$ cat src/rtl/vga_screen_select_pkg.sv
// Shared definitions for the VGA output-source selector: screen states and
// 800x600 @ 40 MHz timing constants shared with the sync generators.
package vga_screen_select_pkg;

  typedef enum logic [2:0] {
    PLAY       = 3'd0,
    PEND_OVER  = 3'd1,
    OVER_FLASH = 3'd2,
    OVER       = 3'd3,
    PEND_PLAY  = 3'd4
  } screen_state_e;

  localparam int H_VISIBLE = 800;
  localparam int H_FRONT   = 40;
  localparam int H_SYNC    = 128;
  localparam int H_BACK    = 88;
  localparam int H_TOTAL   = H_VISIBLE + H_FRONT + H_SYNC + H_BACK;

  localparam int V_VISIBLE = 600;
  localparam int V_FRONT   = 1;
  localparam int V_SYNC    = 4;
  localparam int V_BACK    = 23;
  localparam int V_TOTAL   = V_VISIBLE + V_FRONT + V_SYNC + V_BACK;

  localparam int FRAME_CNT_W = 8;

  // States in which the end-screen pipeline owns the VGA pins.
  function automatic logic is_end_source(input screen_state_e st);
    return (st == OVER_FLASH) || (st == OVER) || (st == PEND_PLAY);
  endfunction

endpackage

$ cat src/rtl/vga_screen_select_vsync_edge.sv
// Leading-edge detector for one source's Vsync; the edge output is combinational
// from the current input and the registered previous level.
module vga_vsync_edge
  import vga_screen_select_pkg::*;
#(
  parameter bit SYNC_ACTIVE_HIGH = 1'b1
) (
  input  logic i_clk,
  input  logic i_rst,
  input  logic i_vsync,
  output logic o_lead_edge
);

  logic r_vsync_prev;

  always_ff @(posedge i_clk or posedge i_rst) begin
    if (i_rst) r_vsync_prev <= ~SYNC_ACTIVE_HIGH;
    else       r_vsync_prev <= i_vsync;
  end

  assign o_lead_edge = (r_vsync_prev == ~SYNC_ACTIVE_HIGH) && (i_vsync == SYNC_ACTIVE_HIGH);

endmodule

$ cat src/rtl/vga_screen_select.sv
// Selects the game or end-screen VGA pipeline, switching only on the current
// source's Vsync leading edge, and blinks the end screen before holding it.
module vga_screen_select
  import vga_screen_select_pkg::*;
#(
  parameter bit SYNC_ACTIVE_HIGH = 1'b1,
  parameter int BLINK_FRAMES     = 15,
  parameter int FLASH_FRAMES     = 120
) (
  input  logic CLK_40M,
  input  logic RST,
  input  logic Game_over_sig,
  input  logic Restart_sig,
  input  logic game_Vga_red,
  input  logic game_Vga_green,
  input  logic game_Vga_blue,
  input  logic game_Hsync_sig,
  input  logic game_Vsync_sig,
  input  logic end_Vga_red,
  input  logic end_Vga_green,
  input  logic end_Vga_blue,
  input  logic end_Hsync_sig,
  input  logic end_Vsync_sig,
  output logic Vga_red,
  output logic Vga_green,
  output logic Vga_blue,
  output logic Hsync_sig,
  output logic Vsync_sig,
  output logic end_active,
  output logic Flash_over_sig
);

  localparam logic [FRAME_CNT_W-1:0] BLINK_RELOAD = FRAME_CNT_W'(BLINK_FRAMES - 1);
  localparam logic [FRAME_CNT_W-1:0] FLASH_LAST   = FRAME_CNT_W'(FLASH_FRAMES);

  function automatic logic [FRAME_CNT_W-1:0] sat_inc(input logic [FRAME_CNT_W-1:0] v);
    return (v == '1) ? v : v + 1'b1;
  endfunction

  screen_state_e           r_state, w_state_nxt;
  logic [FRAME_CNT_W-1:0]  r_frame_cnt, w_frame_cnt_nxt;
  logic [FRAME_CNT_W-1:0]  r_blink_cnt, w_blink_cnt_nxt;
  logic                    r_blink_phase, w_blink_phase_nxt;
  logic                    w_game_edge, w_end_edge;
  logic                    w_sel_end_p0, w_blank_p0;
  logic                    w_red_p0, w_green_p0, w_blue_p0, w_hs_p0, w_vs_p0;
  logic                    r_red_p1, r_green_p1, r_blue_p1, r_hs_p1, r_vs_p1;
  logic                    r_end_active_p1, r_flash_over_p1;

  vga_vsync_edge #(.SYNC_ACTIVE_HIGH(SYNC_ACTIVE_HIGH)) u_game_edge (
    .i_clk       (CLK_40M),
    .i_rst       (RST),
    .i_vsync     (game_Vsync_sig),
    .o_lead_edge (w_game_edge)
  );

  vga_vsync_edge #(.SYNC_ACTIVE_HIGH(SYNC_ACTIVE_HIGH)) u_end_edge (
    .i_clk       (CLK_40M),
    .i_rst       (RST),
    .i_vsync     (end_Vsync_sig),
    .o_lead_edge (w_end_edge)
  );

  always_comb begin
    w_state_nxt       = r_state;
    w_frame_cnt_nxt   = r_frame_cnt;
    w_blink_cnt_nxt   = r_blink_cnt;
    w_blink_phase_nxt = r_blink_phase;
    case (r_state)
      PLAY: begin
        if (Game_over_sig) w_state_nxt = PEND_OVER;
      end
      PEND_OVER: begin
        if (w_game_edge) begin
          w_state_nxt       = OVER_FLASH;
          w_frame_cnt_nxt   = '0;
          w_blink_cnt_nxt   = BLINK_RELOAD;
          w_blink_phase_nxt = 1'b0;
        end
      end
      OVER_FLASH: begin
        // The blink phase flips each time the down-counter wraps, giving frame_cnt / BLINK_FRAMES parity.
        if (w_end_edge) begin
          w_frame_cnt_nxt = sat_inc(r_frame_cnt);
          if (r_blink_cnt == '0) begin
            w_blink_cnt_nxt   = BLINK_RELOAD;
            w_blink_phase_nxt = ~r_blink_phase;
          end else begin
            w_blink_cnt_nxt = r_blink_cnt - 1'b1;
          end
        end
        if (Restart_sig)                         w_state_nxt = PEND_PLAY;
        else if (w_frame_cnt_nxt >= FLASH_LAST)  w_state_nxt = OVER;
      end
      OVER: begin
        if (Restart_sig) w_state_nxt = PEND_PLAY;
      end
      PEND_PLAY: begin
        if (w_end_edge) w_state_nxt = PLAY;
      end
      default: w_state_nxt = PLAY;
    endcase
  end

  // Stage p0: source mux driven by the next state, so a switch lands on the edge cycle itself.
  always_comb begin
    w_sel_end_p0 = is_end_source(w_state_nxt);
    w_blank_p0   = (w_state_nxt == OVER_FLASH) && w_blink_phase_nxt;
    w_red_p0     = w_sel_end_p0 ? end_Vga_red   : game_Vga_red;
    w_green_p0   = w_sel_end_p0 ? end_Vga_green : game_Vga_green;
    w_blue_p0    = w_sel_end_p0 ? end_Vga_blue  : game_Vga_blue;
    w_hs_p0      = w_sel_end_p0 ? end_Hsync_sig : game_Hsync_sig;
    w_vs_p0      = w_sel_end_p0 ? end_Vsync_sig : game_Vsync_sig;
    if (w_blank_p0) begin
      w_red_p0   = 1'b0;
      w_green_p0 = 1'b0;
      w_blue_p0  = 1'b0;
    end
  end

  always_ff @(posedge CLK_40M or posedge RST) begin
    if (RST) begin
      r_state       <= PLAY;
      r_frame_cnt   <= '0;
      r_blink_cnt   <= '0;
      r_blink_phase <= 1'b0;
    end else begin
      r_state       <= w_state_nxt;
      r_frame_cnt   <= w_frame_cnt_nxt;
      r_blink_cnt   <= w_blink_cnt_nxt;
      r_blink_phase <= w_blink_phase_nxt;
    end
  end

  // Stage p1: registered pins.
  always_ff @(posedge CLK_40M or posedge RST) begin
    if (RST) begin
      r_red_p1        <= 1'b0;
      r_green_p1      <= 1'b0;
      r_blue_p1       <= 1'b0;
      r_hs_p1         <= ~SYNC_ACTIVE_HIGH;
      r_vs_p1         <= ~SYNC_ACTIVE_HIGH;
      r_end_active_p1 <= 1'b0;
      r_flash_over_p1 <= 1'b0;
    end else begin
      r_red_p1        <= w_red_p0;
      r_green_p1      <= w_green_p0;
      r_blue_p1       <= w_blue_p0;
      r_hs_p1         <= w_hs_p0;
      r_vs_p1         <= w_vs_p0;
      r_end_active_p1 <= w_sel_end_p0;
      r_flash_over_p1 <= (r_state == OVER_FLASH) && (w_state_nxt == OVER);
    end
  end

  assign Vga_red        = r_red_p1;
  assign Vga_green      = r_green_p1;
  assign Vga_blue       = r_blue_p1;
  assign Hsync_sig      = r_hs_p1;
  assign Vsync_sig      = r_vs_p1;
  assign end_active     = r_end_active_p1;
  assign Flash_over_sig = r_flash_over_p1;

endmodule

$ cat config.mk
export PLATFORM = sky130hd
export DESIGN_NAME = vga_screen_select
export DESIGN_NICKNAME = d
export VERILOG_FILES = /design/src/rtl/vga_screen_select_pkg.sv /design/src/rtl/vga_screen_select_vsync_edge.sv /design/src/rtl/vga_screen_select.sv
export SDC_FILE = /design/constraint.sdc
export NUM_CORES = 1
export LEC_CHECK = 0
export BUFFER_PORTS_ARGS = -buffer_cell sky130_fd_sc_hd__buf_2
export CAP_MARGIN = 20
export CELL_PAD_IN_SITES_DETAIL_PLACEMENT = 2
export CELL_PAD_IN_SITES_GLOBAL_PLACEMENT = 2
export CORE_UTILIZATION = 38
export DETAILED_ROUTE_END_ITERATION = 10
export PLACE_DENSITY = 0.9
export SKIP_LAST_GASP = 1
export SYNTH_ARGS = -nofsm -noshare
export SYNTH_HDL_FRONTEND = slang
export SYNTH_SLANG_ARGS = --single-unit
$ cat constraint.sdc
create_clock -name CLK_40M -period 4.4 [get_ports CLK_40M]
set_input_delay 0.22 -clock CLK_40M [delete_from_list [all_inputs] [get_ports CLK_40M]]
set_output_delay 0.22 -clock CLK_40M [all_outputs]
set_load 0.02 [all_outputs]
Word level (Yosys, flattened, before mapping)
Cells that the tools add are included.
{ "word_totals": {"reg_bits": 29, "in_bits": 14, "output_inout_bits": 7, "elab_cells": 68} }
{ "classes": {"addsub": 2, "magnitude_cmp": 1, "eq_ne": 10, "muxes": 28, "bitwise_logic": 3, "n_reduce_logical": 11} }
{ "ops": {"columns": ["op", "n"], "rows": [
  ["$mux W8", 7],
  ["$pmux W8 S2", 2],
  ["$mux W3", 6],
  ["$pmux W3 S5", 1],
  ["$eq A3 B2 Y1 const B", 4],
  ["$mux W1", 11],
  ["$add A8 B1 Y8 const B", 1],
  ["$eq A8 B8 Y1 const B", 1],
  ["$ge A8 B7 Y1 const B", 1],
  ["$logic_not A8 Y1", 1],
  ["$sub A8 B1 Y8 const B", 1],
  ["$eq A3 B3 Y1 const B", 2],
  ["$logic_and A1 B1 Y1", 4],
  ["$ne A2 B1 Y1 const B", 2],
  ["$eq A3 B1 Y1 const B", 1],
  ["$logic_not A3 Y1", 1],
  ["$not A1 Y1", 3],
  ["$reduce_and A3 Y1", 1],
  ["$logic_or A1 B1 Y1", 2],
  ["$pmux W1 S2", 1],
  ["$reduce_and A2 Y1", 1],
  ["$reduce_bool A2 Y1", 1]
]} }

Depth between registers and ports, before layout
{ "depth": {"word_depth": 13, "depth_mapped": 7, "ltp_nobuf": 7} }

Hierarchy
A second synthesis with hierarchy kept.
{ "hier_totals": {"cells_unflattened": 165, "area_unflattened_um2": 1617.8} }
{ "by_module_without_submodules": {"columns": ["mod", "n_inst", "cells_each", "area_each_um2", "seq_area_each_um2"], "rows": [
  ["vga_screen_select", 1, 159, 1532.7, 675.6],
  ["vga_vsync_edge", 2, 3, 42.5, 25.0]
]} }

Worst setup path after synthesis
OpenSTA, ideal clock, no wires.
{ "synth_timing": {"kind": "reg2reg", "startpoint": "reg r_frame_cnt[0]", "endpoint": "reg r_state[0]", "setup_ns": 0.094, "t_arrival_ns": 1.673, "required_time_ns": 4.306, "setup_slack_ns": 2.633, "stages_incl_launch_ff": 7, "n_path_buf": 0, "period_less_slack_ns": 1.767, "cell_sequence": "dfrtp_1 -> ha_1 -> nand3_2 -> a2111oi_2 -> a31oi_1 -> o31a_1 -> a221oi_2"} }
{ "synth_via": {"elab_chain_cells": 8, "elab_cells_between_ends": 9, "classes_between": "add/sub (1); order compare (1); eq/ne (1); mux (6)"} }
{ "synth_lines": {"columns": ["element", "line_no", "rtl"], "rows": [
  ["start, declared", "vga_screen_select.sv:41", "logic [FRAME_CNT_W-1:0] r_frame_cnt, w_frame_cnt_nxt;"],
  ["start signal, assigned", "vga_screen_select.sv:129", "r_frame_cnt <= w_frame_cnt_nxt;"],
  ["$add A8 B1 Y8 / $eq A8 B8 Y1 (equally long branches)", "vga_screen_select.sv:37", "return (v == '1) ? v : v + 1'b1;"],
  ["$mux W8", "vga_screen_select.sv:37", null],
  ["$mux W8 *", "vga_screen_select.sv:83", "if (w_end_edge) begin"],
  ["$mux W8 *", "vga_screen_select.sv:69", "case (r_state)"],
  ["$ge A8 B7 Y1 *", "vga_screen_select.sv:93", "else if (w_frame_cnt_nxt >= FLASH_LAST) w_state_nxt = OVER;"],
  ["$mux W3 *", "vga_screen_select.sv:93", null],
  ["$mux W3 *", "vga_screen_select.sv:92", "if (Restart_sig) w_state_nxt = PEND_PLAY;"],
  ["$pmux W3 S5 *", "vga_screen_select.sv:69", null],
  ["named net w_state_nxt[0]", "vga_screen_select.sv:40", "screen_state_e r_state, w_state_nxt;"],
  ["end signal, assigned", "vga_screen_select.sv:128", "r_state <= w_state_nxt;"],
  ["end, declared", "vga_screen_select.sv:40", null]
]} }
Mark *: on every way through the listed nets, which the timed path passes. The rest lies on a longest branch. The select of a mux whose other input is x is not followed.
A chain may end at the register's enable or synchronous reset.

Final worst setup path
{ "layout_timing": {"startpoint": "reg r_blink_cnt[2]", "endpoint": "reg r_red_p1 (netlist: Vga_red)"} }
{ "layout_via": {"elab_chain_cells": 6} }
{ "layout_lines": {"columns": ["element", "line_no", "rtl"], "rows": [
  ["start, declared", "vga_screen_select.sv:42", "logic [FRAME_CNT_W-1:0] r_blink_cnt, w_blink_cnt_nxt;"],
  ["start signal, assigned", "vga_screen_select.sv:130", "r_blink_cnt <= w_blink_cnt_nxt;"],
  ["$logic_not A8 Y1", "vga_screen_select.sv:85", "if (r_blink_cnt == '0) begin"],
  ["$mux W1", "vga_screen_select.sv:85", null],
  ["$mux W1", "vga_screen_select.sv:83", null],
  ["$pmux W1 S2", "vga_screen_select.sv:69", null],
  ["$logic_and A1 B1 Y1", "vga_screen_select.sv:108", "w_blank_p0 = (w_state_nxt == OVER_FLASH) && w_blink_phase_nxt;"],
  ["$mux W1", "vga_screen_select.sv:114", "if (w_blank_p0) begin"],
  ["named net w_red_p0", "vga_screen_select.sv:46", "logic w_red_p0, w_green_p0, w_blue_p0, w_hs_p0, w_vs_p0;"],
  ["end signal, assigned", "vga_screen_select.sv:146", "r_red_p1 <= w_red_p0;"],
  ["end, declared", "vga_screen_select.sv:47", "logic r_red_p1, r_green_p1, r_blue_p1, r_hs_p1, r_vs_p1;"]
]} }
The timed path passes the listed nets, and every way through them passes these cells.

==> results.yml <==
yosys:
  postSynthAreaPerCell_um2: 9.928
  yosysSeqAreaShare: 0.4778
  synth-edff-count: 0
  synthFlopType: "dfrtp_1"
  async_reset_ff_frac: 1.000
  synth_nets: 170
  yosysWarnings: 0
  yosys-top-cells-area: "dfrtp_1 48%, mux2i_1 4.6%, nand2_1 3.7%, nor2_1 3.7%, xor2_1 2.9%"
  synth_top_area_cell: "dfrtp_1"
  ys_types: 43
  post_synth_instance_area_um2: 1519
  syn_inst: 153
  synth.top_cell.area_share: 0.4778
  ys_ff_latch: 29
sta:
  setup_slack_ns: 2.061
  tns_ns: 0
  rsz0062_at_grt: "false"
  hold_violations: 0
  clock-skew-final_ns: 0.008506
  fin_crit_sh: 0.5317
  tightest_slew_ns: 0.8576
  final_max_slew_viol_count: 0
  fin_crit_ns: 2.339
  relSlewSlack: 0.4230
  setup_viol: 0
  fmax_mhz: 427.5
routing:
  vias_per_cell: 5.553
  firstDrtPassIters: 4
  wl_um: 4483
  ant_nets: 0
  route.detailed.drc: 0
  drt-initial-drc-count: 33
  wl_per_cell_um: 19.84
  via_count: 1255
critical_path:
  crit_family: "simple AND/OR/NAND/NOR gates"
  crit_chain: "nor4_1 > nand4_1 > xor2_1 > nor2_1 > a21oi_1"
  cp_max_fo: 6
  critPathKind: "register to register"
  regToRegStartpoint: "r_blink_cnt[2]"
  cp-end-kind: "register"
  worst-path-buf-inv: 0
  worstSetupStartpointType: "register"
  required_ns: 4.56
  rrSetupSlack_ns: 2.06
  reg2reg_depth: 5
  critPathArrivalTime_ns: 2.50
  slowest_delay_ns: 0.78
  slowest_stage: "nor4_1"
  reg2reg_to: "Vga_red"
placed_design:
  port-buffer-count: 20
  post_dp_cell_area_um2: 1690
  pre_cts_slack_ns: 2.138
  gp_congestion: 0.8320
  hpwl_um: 3390
worst_hold_path:
  hold_class: "input pin to async pin"
pwr:
  irDropWorstVdd_uv: 255.6
  power.density_nw_per_um2: 539.6
  leakage_nw: 0.8040
clock_network:
  hold_buffers: 0
  cts_tree: "yes"
  clock_sinks: 29
  postCtsSetupRepairBufs: 0
  cts-root-buf: "clkbuf_8"
  cts_buffers: 5
  clkTransAtPathRegs_ns: 0.07
  htree_num_levels: 2
  clockBufferDepth: 2
  clkLatencyLatePin_ns: 0.29
  cts_resized: 0
global_route:
  grt_pass1_vias: 1433
  grt_use_total: 0.2460
  grt_pass1_wl_um: 7472
  antenna_found_initial: 0
  grt_max_degree: 16
  grtUsageMet2: 0.4420
  top_usage_layer: "met2"
  overflow: 0
  grtUsageMet1: 0.2799
  met3_usage: 0.05729
final_layout:
  area_growth_pct: 18.95
  num_antenna_cells: 0
  nNetsFinal: 194
  drive_above_1_share: 0.2191
  fin_area_um2: 1807
floorplan:
  die_h_um: 65.23
  die_area_um2: 4254
  core-area_um2: 3744
  rows: 22
  initial_utilization: 0.4057
  pin_count: 21
  dieWidth_um: 65.23
job:
  maxCapViolations: 0
run_status:
  status: "completed"
-- cells by family after synthesis --
logic type               Yosys count  share of synthesized area
buffers and inverters             10                    0.02553
adder cells (fa/ha/maj)            3                    0.02471
flip-flops                        29                     0.4778
XOR/XNOR                           7                    0.04036
AO/OA/AOI/OAI                     32                     0.1508
AND/OR/NAND/NOR                   63                     0.2199
multiplexers                       9                    0.06096
-- registers in the layout (all words and copies together) (netlist names) --
name and flops:
Vga_red 1, Hsync_sig 1, r_blink_cnt 8, Flash_over_sig 1, u_game_edge.r_vsync_prev 1, u_end_edge.r_vsync_prev 1
end_active 1, r_frame_cnt 8, r_state 3, Vga_green 1, Vga_blue 1, Vsync_sig 1
r_blink_phase 1
-- metrics by stage --
step                      total power, mW  instances  hold WS, ns  utilization
after global placement             0.6553        217       0.3617       0.4442
after floorplan                    0.5912        153       0.2514            -
after detailed placement           0.6864        218       0.3757       0.4515
after global routing                1.034        226      0.07874       0.4826
final                              0.9749        226      0.04001       0.4826
after CTS                          0.9869        226      0.06128       0.4826
-- synth_stat cells (all sizes together), types with 3 or more instances --
cell type / number
o211ai: 4
nand3: 8
a21oi: 7
clkbuf: 4
mux2i: 7
dfrtp: 29
ha: 3
nor3: 3
nand2: 15
inv: 6
nor2: 16
nand4: 4
o21ai: 8
xor2: 5
-- per-layer routing --
layer  wire [µm]  up-vias  part of all wire
met5           0        -                 0
met4          80        0             0.018
met3          85        7             0.019
met2        2421        8              0.54
met1        1896      639              0.42
li1            -      601                 -
-- worst max path at each step --
stage	depth (start not counted)	from	to
CTS	5	r_blink_cnt[2]	Vga_red
floorplan	6	r_frame_cnt[0]	r_state[0]
global placement	5	r_blink_cnt[2]	Vga_red
detailed placement	5	r_blink_cnt[2]	Vga_red
finish	5	r_blink_cnt[2]	Vga_red
global route	5	r_blink_cnt[2]	Vga_green
-- cell type report --
| type | count | area, µm² |
|---|---|---|
| fill | 404 | 1937 |
| multi-input combinational | 114 | 754.5 |
| sequential | 29 | 725.7 |
| timing repair buffer | 21 | 127.6 |
| clock buffer | 7 | 86.33 |
| tap | 48 | 60.06 |
| clock inverter | 1 | 30.03 |
| inverter | 6 | 22.52 |
-- cells in the final DEF, fill, tap and decap left out, drive strengths merged, types with 2 or more instances in the layout --
cell,Yosys,final
dfrtp,29,29
buf,0,21
nor2,16,16
nand2,15,15
o21ai,8,8
nand3,8,8
mux2i,7,7
a21oi,7,7
clkbuf,4,7
inv,6,6
xor2,5,5
nand4,4,4
o211ai,4,4
nor3,3,3
ha,3,3
and3,2,2
and2,2,2
nand3b,2,2
nand2b,2,2
a2111oi,2,2
xnor2,2,2
o2111ai,2,2
mux2,2,2
nor3b,2,2
-- power breakdown --
part / internal, mW / switching [mW] / total, mW / leakage, nW
logic: 0.110 / 0.169 / 0.279 / 0.375
registers: 0.332 / 0.0729 / 0.405 / 0.370
clock network: 0.184 / 0.107 / 0.291 / 0.0585
total: 0.626 / 0.349 / 0.975 / 0.804
Power figures use the tool's default switching activity.
